--- src/rtl/bin2bcd_seq_pkg.sv ---
// ---------------------------------------------------------------------------
// bin2bcd_seq_pkg
// Shared constants and types for the sequential binary-to-BCD converter:
// operand widths, decimal saturation limits, FSM state encoding and the
// overflow test applied to a captured operand.
// ---------------------------------------------------------------------------
package bin2bcd_seq_pkg;

    localparam int DIGIT_W = 32'sd4;
    localparam int BIN_W   = 32'sd14;              // must stay >= 14 so 9999 fits
    localparam int DIGITS  = 32'sd4;
    localparam int BCD_W   = DIGIT_W * DIGITS;
    localparam int CNT_W   = $clog2(BIN_W);

    localparam logic [BIN_W-1:0] MAX_DEC = BIN_W'(32'd9999);
    // Every digit forced to 9; equals 16'h9999 for the 4-digit build.
    localparam logic [BCD_W-1:0] SAT_BCD = {DIGITS{4'h9}};

    typedef enum logic [1:0] {
        IDLE  = 2'd0,
        SHIFT = 2'd1,
        LOAD  = 2'd2
    } state_t;

    // True when the operand cannot be shown on DIGITS decimal digits.
    function automatic logic is_over(input logic [BIN_W-1:0] value);
        return (value > MAX_DEC);
    endfunction

endpackage

--- src/rtl/bin2bcd_seq_if.sv ---
// ---------------------------------------------------------------------------
// bin2bcd_seq_if
// Start/busy/done conversion handshake between a binary producer and the
// converter.
//   start    : producer -> converter, conversion request
//   binIn    : producer -> converter, unsigned operand
//   busy     : converter -> producer, conversion in progress
//   done     : converter -> producer, one-cycle result strobe
//   bcdOut   : converter -> producer, packed BCD (digit 3 in the top nibble)
//   overflow : converter -> producer, operand exceeded 9999
// ---------------------------------------------------------------------------
interface bin2bcd_seq_if;
    import bin2bcd_seq_pkg::*;

    logic             start;
    logic [BIN_W-1:0] binIn;
    logic             busy;
    logic             done;
    logic [BCD_W-1:0] bcdOut;
    logic             overflow;

    modport master (
        output start, binIn,
        input  busy, done, bcdOut, overflow
    );

    modport slave (
        input  start, binIn,
        output busy, done, bcdOut, overflow
    );

endinterface

--- src/rtl/bin2bcd_seq_bcd_adj3.sv ---
// ---------------------------------------------------------------------------
// bcd_adj3
// Combinational single-digit correction of the shift-and-add-3 algorithm:
// a digit of 5 or more gets +3 so that the following left shift carries
// correctly into the next decimal digit.
//   digit : 4-bit BCD digit before correction
//   adj   : corrected digit
// ---------------------------------------------------------------------------
module bcd_adj3 (
    input  logic [3:0] digit,
    output logic [3:0] adj
);

    // Add 3 to digits in the range 5..9, pass the rest through.
    always_comb begin
        if (digit >= 4'd5) begin
            adj = digit + 4'd3;
        end else begin
            adj = digit;
        end
    end

endmodule

--- src/rtl/bin2bcd_seq.sv ---
// ---------------------------------------------------------------------------
// bin2bcd_seq
// Sequential binary-to-BCD converter, one bit per clock (shift-and-add-3).
// Feeds the 16-bit data input of the 4-digit scanning display decoder.
// Operands above 9999 saturate to 9999 and raise overflow. Latency is a
// constant BIN_W+1 clocks from the accepting edge.
//   clk  : system clock, rising edge
//   rstN : asynchronous active-low reset
//   bus  : slave side of bin2bcd_seq_if (start, binIn, busy, done,
//          bcdOut, overflow)
// ---------------------------------------------------------------------------
module bin2bcd_seq
    import bin2bcd_seq_pkg::*;
(
    input  logic         clk,
    input  logic         rstN,
    bin2bcd_seq_if.slave bus
);

    state_t           state_r;
    state_t           state_nxt_s;
    logic [BIN_W-1:0] shift_r;
    logic [BCD_W-1:0] scratch_r;
    logic [BCD_W-1:0] adj_s;
    logic [CNT_W-1:0] bit_cnt_r;
    logic             ovf_r;
    logic             busy_r;
    logic             done_r;
    logic             overflow_r;
    logic [BCD_W-1:0] bcd_out_r;
    logic             accept_s;
    logic             shift_en_s;
    logic             load_s;
    logic             last_shift_s;

    genvar g;
    generate
        for (g = 32'sd0; g < DIGITS; g = g + 32'sd1) begin : g_adj
            bcd_adj3 u_adj (
                .digit (scratch_r[g*DIGIT_W +: DIGIT_W]),
                .adj   (adj_s[g*DIGIT_W +: DIGIT_W])
            );
        end
    endgenerate

    assign last_shift_s = (bit_cnt_r == CNT_W'(BIN_W - 32'sd1));

    // Next-state decode and per-state datapath strobes.
    always_comb begin
        state_nxt_s = state_r;
        accept_s    = 1'b0;
        shift_en_s  = 1'b0;
        load_s      = 1'b0;
        case (state_r)
            IDLE: begin
                if (bus.start) begin
                    accept_s    = 1'b1;
                    state_nxt_s = SHIFT;
                end else begin
                    state_nxt_s = IDLE;
                end
            end
            SHIFT: begin
                shift_en_s = 1'b1;
                if (last_shift_s) begin
                    state_nxt_s = LOAD;
                end else begin
                    state_nxt_s = SHIFT;
                end
            end
            LOAD: begin
                load_s      = 1'b1;
                state_nxt_s = IDLE;
            end
            default: begin
                state_nxt_s = IDLE;
            end
        endcase
    end

    // FSM state register.
    always_ff @(posedge clk or negedge rstN) begin
        if (!rstN) begin
            state_r <= IDLE;
        end else begin
            state_r <= state_nxt_s;
        end
    end

    // Conversion datapath and registered handshake outputs.
    always_ff @(posedge clk or negedge rstN) begin
        if (!rstN) begin
            shift_r    <= {BIN_W{1'b0}};
            scratch_r  <= {BCD_W{1'b0}};
            bit_cnt_r  <= {CNT_W{1'b0}};
            ovf_r      <= 1'b0;
            busy_r     <= 1'b0;
            done_r     <= 1'b0;
            overflow_r <= 1'b0;
            bcd_out_r  <= {BCD_W{1'b0}};
        end else begin
            // busy follows the state the FSM is entering, so it is exact
            // without a combinational path from the state register.
            busy_r <= (state_nxt_s != IDLE);
            done_r <= load_s;
            if (accept_s) begin
                shift_r   <= bus.binIn;
                scratch_r <= {BCD_W{1'b0}};
                bit_cnt_r <= {CNT_W{1'b0}};
                ovf_r     <= is_over(bus.binIn);
            end else if (shift_en_s) begin
                // Scratch carry-out falls off the top; it is zero for any
                // representable operand and overflowed results are replaced.
                {scratch_r, shift_r} <= {adj_s, shift_r} << 1;
                bit_cnt_r <= bit_cnt_r + {{(CNT_W-1){1'b0}}, 1'b1};
            end
            // Result changes only here, so the display never sees a partial value.
            if (load_s) begin
                bcd_out_r  <= ovf_r ? SAT_BCD : scratch_r;
                overflow_r <= ovf_r;
            end
        end
    end

    assign bus.busy     = busy_r;
    assign bus.done     = done_r;
    assign bus.bcdOut   = bcd_out_r;
    assign bus.overflow = overflow_r;

endmodule
--- src/flat_wrapper.sv ---
// flat-port wrapper written by rule: the top's interface ports become plain ports
module bin2bcd_seq_flat import bin2bcd_seq_pkg::*;
  (clk, rstN, bus_start, bus_binIn, bus_busy, bus_done, bus_bcdOut, bus_overflow);
  bin2bcd_seq_if bus_i ();
  input  logic clk;
  input  logic rstN;
  input wire logic [$bits(bus_i.start)-1:0] bus_start;
  input wire logic [$bits(bus_i.binIn)-1:0] bus_binIn;
  output wire logic [$bits(bus_i.busy)-1:0] bus_busy;
  output wire logic [$bits(bus_i.done)-1:0] bus_done;
  output wire logic [$bits(bus_i.bcdOut)-1:0] bus_bcdOut;
  output wire logic [$bits(bus_i.overflow)-1:0] bus_overflow;
  assign bus_i.start = bus_start;
  assign bus_i.binIn = bus_binIn;
  assign bus_busy = bus_i.busy;
  assign bus_done = bus_i.done;
  assign bus_bcdOut = bus_i.bcdOut;
  assign bus_overflow = bus_i.overflow;
  bin2bcd_seq u_core (.clk(clk), .rstN(rstN), .bus(bus_i));
endmodule
--- config.mk ---
export PLATFORM = sky130hd
export DESIGN_NAME = bin2bcd_seq_flat
export DESIGN_NICKNAME = d
export VERILOG_FILES = /design/src/rtl/bin2bcd_seq_pkg.sv /design/src/rtl/bin2bcd_seq_if.sv /design/src/rtl/bin2bcd_seq_bcd_adj3.sv /design/src/rtl/bin2bcd_seq.sv /design/src/flat_wrapper.sv
export SDC_FILE = /design/constraint.sdc
export NUM_CORES = 1
export LEC_CHECK = 0
export CAP_MARGIN = 20
export CORE_MARGIN = 2
export CORE_UTILIZATION = 50
export CTS_BUF_LIST = sky130_fd_sc_hd__clkbuf_8
export DETAILED_ROUTE_END_ITERATION = 8
export GPL_TIMING_DRIVEN = 0
export PLACE_DENSITY = 0.73
export SYNTH_ARGS = -nofsm -noshare
export SYNTH_HDL_FRONTEND = slang
export SYNTH_HIERARCHICAL = 1
export SYNTH_SLANG_ARGS = --single-unit
--- constraint.sdc ---
create_clock -name clk -period 1.9 [get_ports clk]
set_clock_uncertainty 0.2 [all_clocks]
set_input_delay 0.19 -clock clk [delete_from_list [all_inputs] [get_ports clk]]
set_output_delay 0.19 -clock clk [all_outputs]
set_load 0.05 [all_outputs]
Word level (Yosys, flattened, before mapping)

Cells that the tools add are included.
Widths: inputs -> output; s select.

Register bits: 56
Input bits: 17
Output and inout port bits: 19
Logic and storage cells: 43

Add/subtract/negate cells: 5
Magnitude comparators: 5
Equality and inequality tests: 3
Muxes and demuxes: 18
Reduce and logical (&&, ||, !) cells: 3

Operator list:

| cell                 | number |
|---|---|
| $mux 16              | 3 |
| $mux 14              | 2 |
| $mux 4               | 5 |
| $ge 4x3->1 const B   | 4 |
| $gt 14x14->1 const B | 1 |
| $add 4x2->4 const B  | 3 |
| $mux 1               | 5 |
| $add 4x1->4 const B  | 1 |
| $eq 4x4->1 const B   | 1 |
| $pmux 2 s2           | 1 |
| $reduce_bool 2->1    | 2 |
| $add 3x2->3 const B  | 1 |
| $mux 3               | 1 |
| $eq 2x1->1 const B   | 1 |
| $eq 2x2->1 const B   | 1 |
| $logic_not 2->1      | 1 |
| $mux 2               | 1 |

Longest topological paths before layout

Word-level depth: 4
Depth in mapped cells: 6

Hierarchy

The synthesis kept the hierarchy.

Modules (own cells, without submodules):

| module      | instances | cells each | area each (sq um) | seq. area each (sq um) |
|---|---|---|---|---|
| bin2bcd_seq | 1         | 221        | 2386.0            | 1401.3 |
| bcd_adj3    | 4         | 16         | 101.3             | 0.0 |

Worst setup path before layout

Ideal clock, no wire load.

Kind: register -> register
Start point: register u_core.scratch_r[8]
End point: register u_core.scratch_r[10]
Data arrival time: 1222 ps
Data required time: 1579 ps
Path slack: 357 ps
Cell stages (with the launch flop): 6
Cells stage by stage: dfrtp_1 ha_1 nand2b_1 a21oi_2 mux2i_1 a22o_1

Longest elaborated chain between the ends: 4
Elaborated cells on any way between the ends: 5
Classes of those cells: 1 x add/sub; 1 x order compare; 3 x mux

Ends and longest elaborated chain:

| element                                          | line                                                   | text |
|---|---|---|
| start: declaration                               | bin2bcd_seq.sv:23                                      | `logic [BCD_W-1:0] scratch_r;` |
| start signal: assignment                         | bin2bcd_seq.sv:94                                      | `scratch_r <= {BCD_W{1'b0}};` |
| start signal: assignment                         | bin2bcd_seq.sv:108                                     | `scratch_r <= {BCD_W{1'b0}};` |
| start signal: assignment                         | bin2bcd_seq.sv:114                                     | `{scratch_r, shift_r} <= {adj_s, shift_r} << 1;` |
| $add 4x2->4 / $ge 4x3->1 (equally long branches) | bin2bcd_seq_bcd_adj3.sv:17, bin2bcd_seq_bcd_adj3.sv:16 |  |
| $mux 4 (*)                                       | bin2bcd_seq_bcd_adj3.sv:16                             | `if (digit >= 4'd5) begin` |
| named net u_core.adj_s[9]                        | bin2bcd_seq.sv:24                                      | `logic [BCD_W-1:0] adj_s;` |
| $mux 16 (*)                                      | bin2bcd_seq.sv:111                                     | `end else if (shift_en_s) begin` |
| $mux 16 (*)                                      | bin2bcd_seq.sv:106                                     | `if (accept_s) begin` |

Mark *: on every way through the listed nets, which the timed path passes. The rest lies on a longest branch. The select of a mux whose other input is x is not followed.
A chain may end at the register's enable or synchronous reset.

Worst setup path after layout

Start point: register u_core.bcd_out_r[7] (netlist: u_core/bus.bcdOut[7])
End point: output bus_bcdOut[7]

RTL lines:

| element                  | line               | text |
|---|---|---|
| start: declaration       | bin2bcd_seq.sv:30  | `logic [BCD_W-1:0] bcd_out_r;` |
| start signal: assignment | bin2bcd_seq.sv:100 | `bcd_out_r <= {BCD_W{1'b0}};` |
| start signal: assignment | bin2bcd_seq.sv:119 | `bcd_out_r <= ovf_r ? SAT_BCD : scratch_r;` |
| end: declaration         | flat_wrapper.sv:11 | `output wire logic [$bits(bus_i.bcdOut)-1:0] bus_bcdOut;` |

No word-level cell between the ends.

==> out/qor.csv <==
metric,value,unit
outcome,completed,
Fin Hold WS,0.168,ns
WP data arrival,1.46,ns
clk slew on worst S/H paths,0.10,ns
Setup TNS,0,ns
wire per inst,13.7,um
post-layout power,5.54,mW
Pwr Density,1630,mW/mm2
Finished Layout Cells,398,
drt drc,0,
final setup fails,0,
Cell Rows,27,
Area Growth Syn to Fin,22.4,%
pin count of the biggest net entering global routing,39,
FF+latch area,0.00140,mm2
fmax,0.541,GHz
min Tclk post-route,1.85,ns
multi-input logic area,0.00124,mm2
postcts setup bufs,0,
final worst-path cycle share,97.2,%
Max Slew Vio Count,0,
die area,0.00615,mm2
Synth Cell Area,0.00277,mm2
Std-Cell Core Area,0.00544,mm2
vias per cell,5.35,
Setup CP Type,flip-flop to output port,
CP Cell Sequence,clkdlybuf4s50_1,
drt pass-1 iters,4,
DP HPWL,3.83,mm
Max Buffers Root-to-Sink,2,
Max-Cap Viols,0,
input/output buffers,35,
crit path launch type,flip-flop,
Fill cells,465,
GRT Total Usage,19.8,%
CTS Buf Count,5,
vias,2128,
VDD IR max,0.000641,V
Skew-Pair Late Insertion Delay,0.30,ns
"CP delay by family, top",buffers and inverters,
Placer Congestion,0.797,
Syn Area/Cell,9.86,um2
crit-path max FO,2,
vias in the first global route,2136,
Leak Pwr,1.76,nW
first-pass GRT wire length,9.76,mm
total grt overflow,0,
initial antenna violation count,0,
io pins,36,
drt total wl,5.43,mm
Root Driver,clkbuf_8,
fin nets,352,
Buf/Inv on CP,1,
Initial Util,51.0,%
Cells after Synth,281,
worst slew margin relative to its limit,65.0,%
Die Wd,78.5,um
Final Hold Fails,0,
layout cell share with drive strength beyond 1,9.20,%
Detailed Route Iter0 Violations,68,
die height,78.5,um
Inst Count DP,389,
TritonCTS clock tree,yes,
final antenna-violating net count,0,
HP Class,input pin to asynchronous set/reset pin,
ant diodes,0,
Yosys warning count,6,
WP data required,1.51,ns
CP Capture Type,output port,
"Largest stage delay, worst path",0.80,ns
H-tree Lvls,2,
CP max-delay cell,clkdlybuf4s50_1,
r2r startpoint,u_core/scratch_r[4],
"Net Count, Synth",308,
slew of the pin with the lowest slew margin,0.524,ns
CTS Sinks,56,
Worst Setup SP,u_core/bus.bcdOut[7],
## area by class of cell
cell class                      instances  share of cell area (%)
Timing Repair Buffer                   37                    11.9
Tap cell                               72                    2.65
Multi-Input combinational cell        197                    36.7
Sequential cell                        56                    41.3
Inverter                               11                    1.22
Clock inverter                          1                   0.885
Clock buffer                            7                    2.84
Buffer                                 17                    2.47
## worst paths after layout
kind                       slack (ns)               endpoint  cells after the start
min in group clk                 0.28    u_core/bit_cnt_r[3]                      1
max                              0.05          bus_bcdOut[7]                      1
max reg2reg                      0.25    u_core/scratch_r[6]                      5
min                              0.17  u_core/bus.bcdOut[13]                      2
min reg2reg                      0.28    u_core/bit_cnt_r[3]                      1
max in group asynchronous        0.79           u_core/ovf_r                      3
## flip-flops by register name, summed over array words and instances (netlist names)
name / flops
u_core/bus.bcdOut: 16
u_core/scratch_r: 16
u_core/bit_cnt_r: 4
u_core/state_r: 2
u_core/shift_r: 14
u_core/bus.done: 1
u_core/bus.overflow: 1
u_core/ovf_r: 1
u_core/bus.busy: 1
## layout by cell type, fill, tap and decap left out, types with 2 or more instances in the layout
cell type / count
and2b_1: 9
dfrtp_1: 56
a22o_1: 17
o21ai_1: 4
inv_1: 11
xnor2_1: 4
nor2_1: 12
and3_1: 2
ha_1: 10
a22oi_1: 13
buf_2: 10
nor2b_1: 5
a21oi_1: 13
a21oi_2: 4
o21ai_0: 35
buf_4: 2
dlymetal6s2s_1: 12
nand2_1: 35
clkbuf_1: 5
nand2b_1: 17
mux2i_1: 5
clkdlybuf4s50_1: 22
clkbuf_8: 7
## layer usage
| layer | GRT usage (%) | share of wire (%) |
|---|---|---|
| met5 | 0 | 0 |
| met4 | 4.91 | 0.28 |
| met1 | 25.9 | 47 |
| met3 | 3.68 | 3.7 |
| met2 | 34.1 | 49 |
## stage by stage
step	instance area [um2]	setup WS, ns	utilization (%)
global route	3390	-0.00255	62.4
CTS	3360	0.0223	61.8
global placement	3210	-1.27	59.1
finish	3390	0.0532	62.4
floorplan	2770	0.357	-
detailed placement	3230	0.00852	59.3
## power by group
| part | switching, mW | leakage, nW | internal [mW] |
|---|---|---|---|
| Sequential | 0.399 | 0.730 | 1.65 |
| Combinational | 1.48 | 0.961 | 1.17 |
| Clock | 0.372 | 0.0645 | 0.465 |
| Total | 2.25 | 1.76 | 3.28 |
## repair_timing
action | in CTS | in global routing
setup endpoints to repair | 0 | 12
endpoints found under the hold margin | 18 | 0
hold buffers | 1 | 0
gates resized for setup | 0 | 12
(Power assumes the default switching activity.)
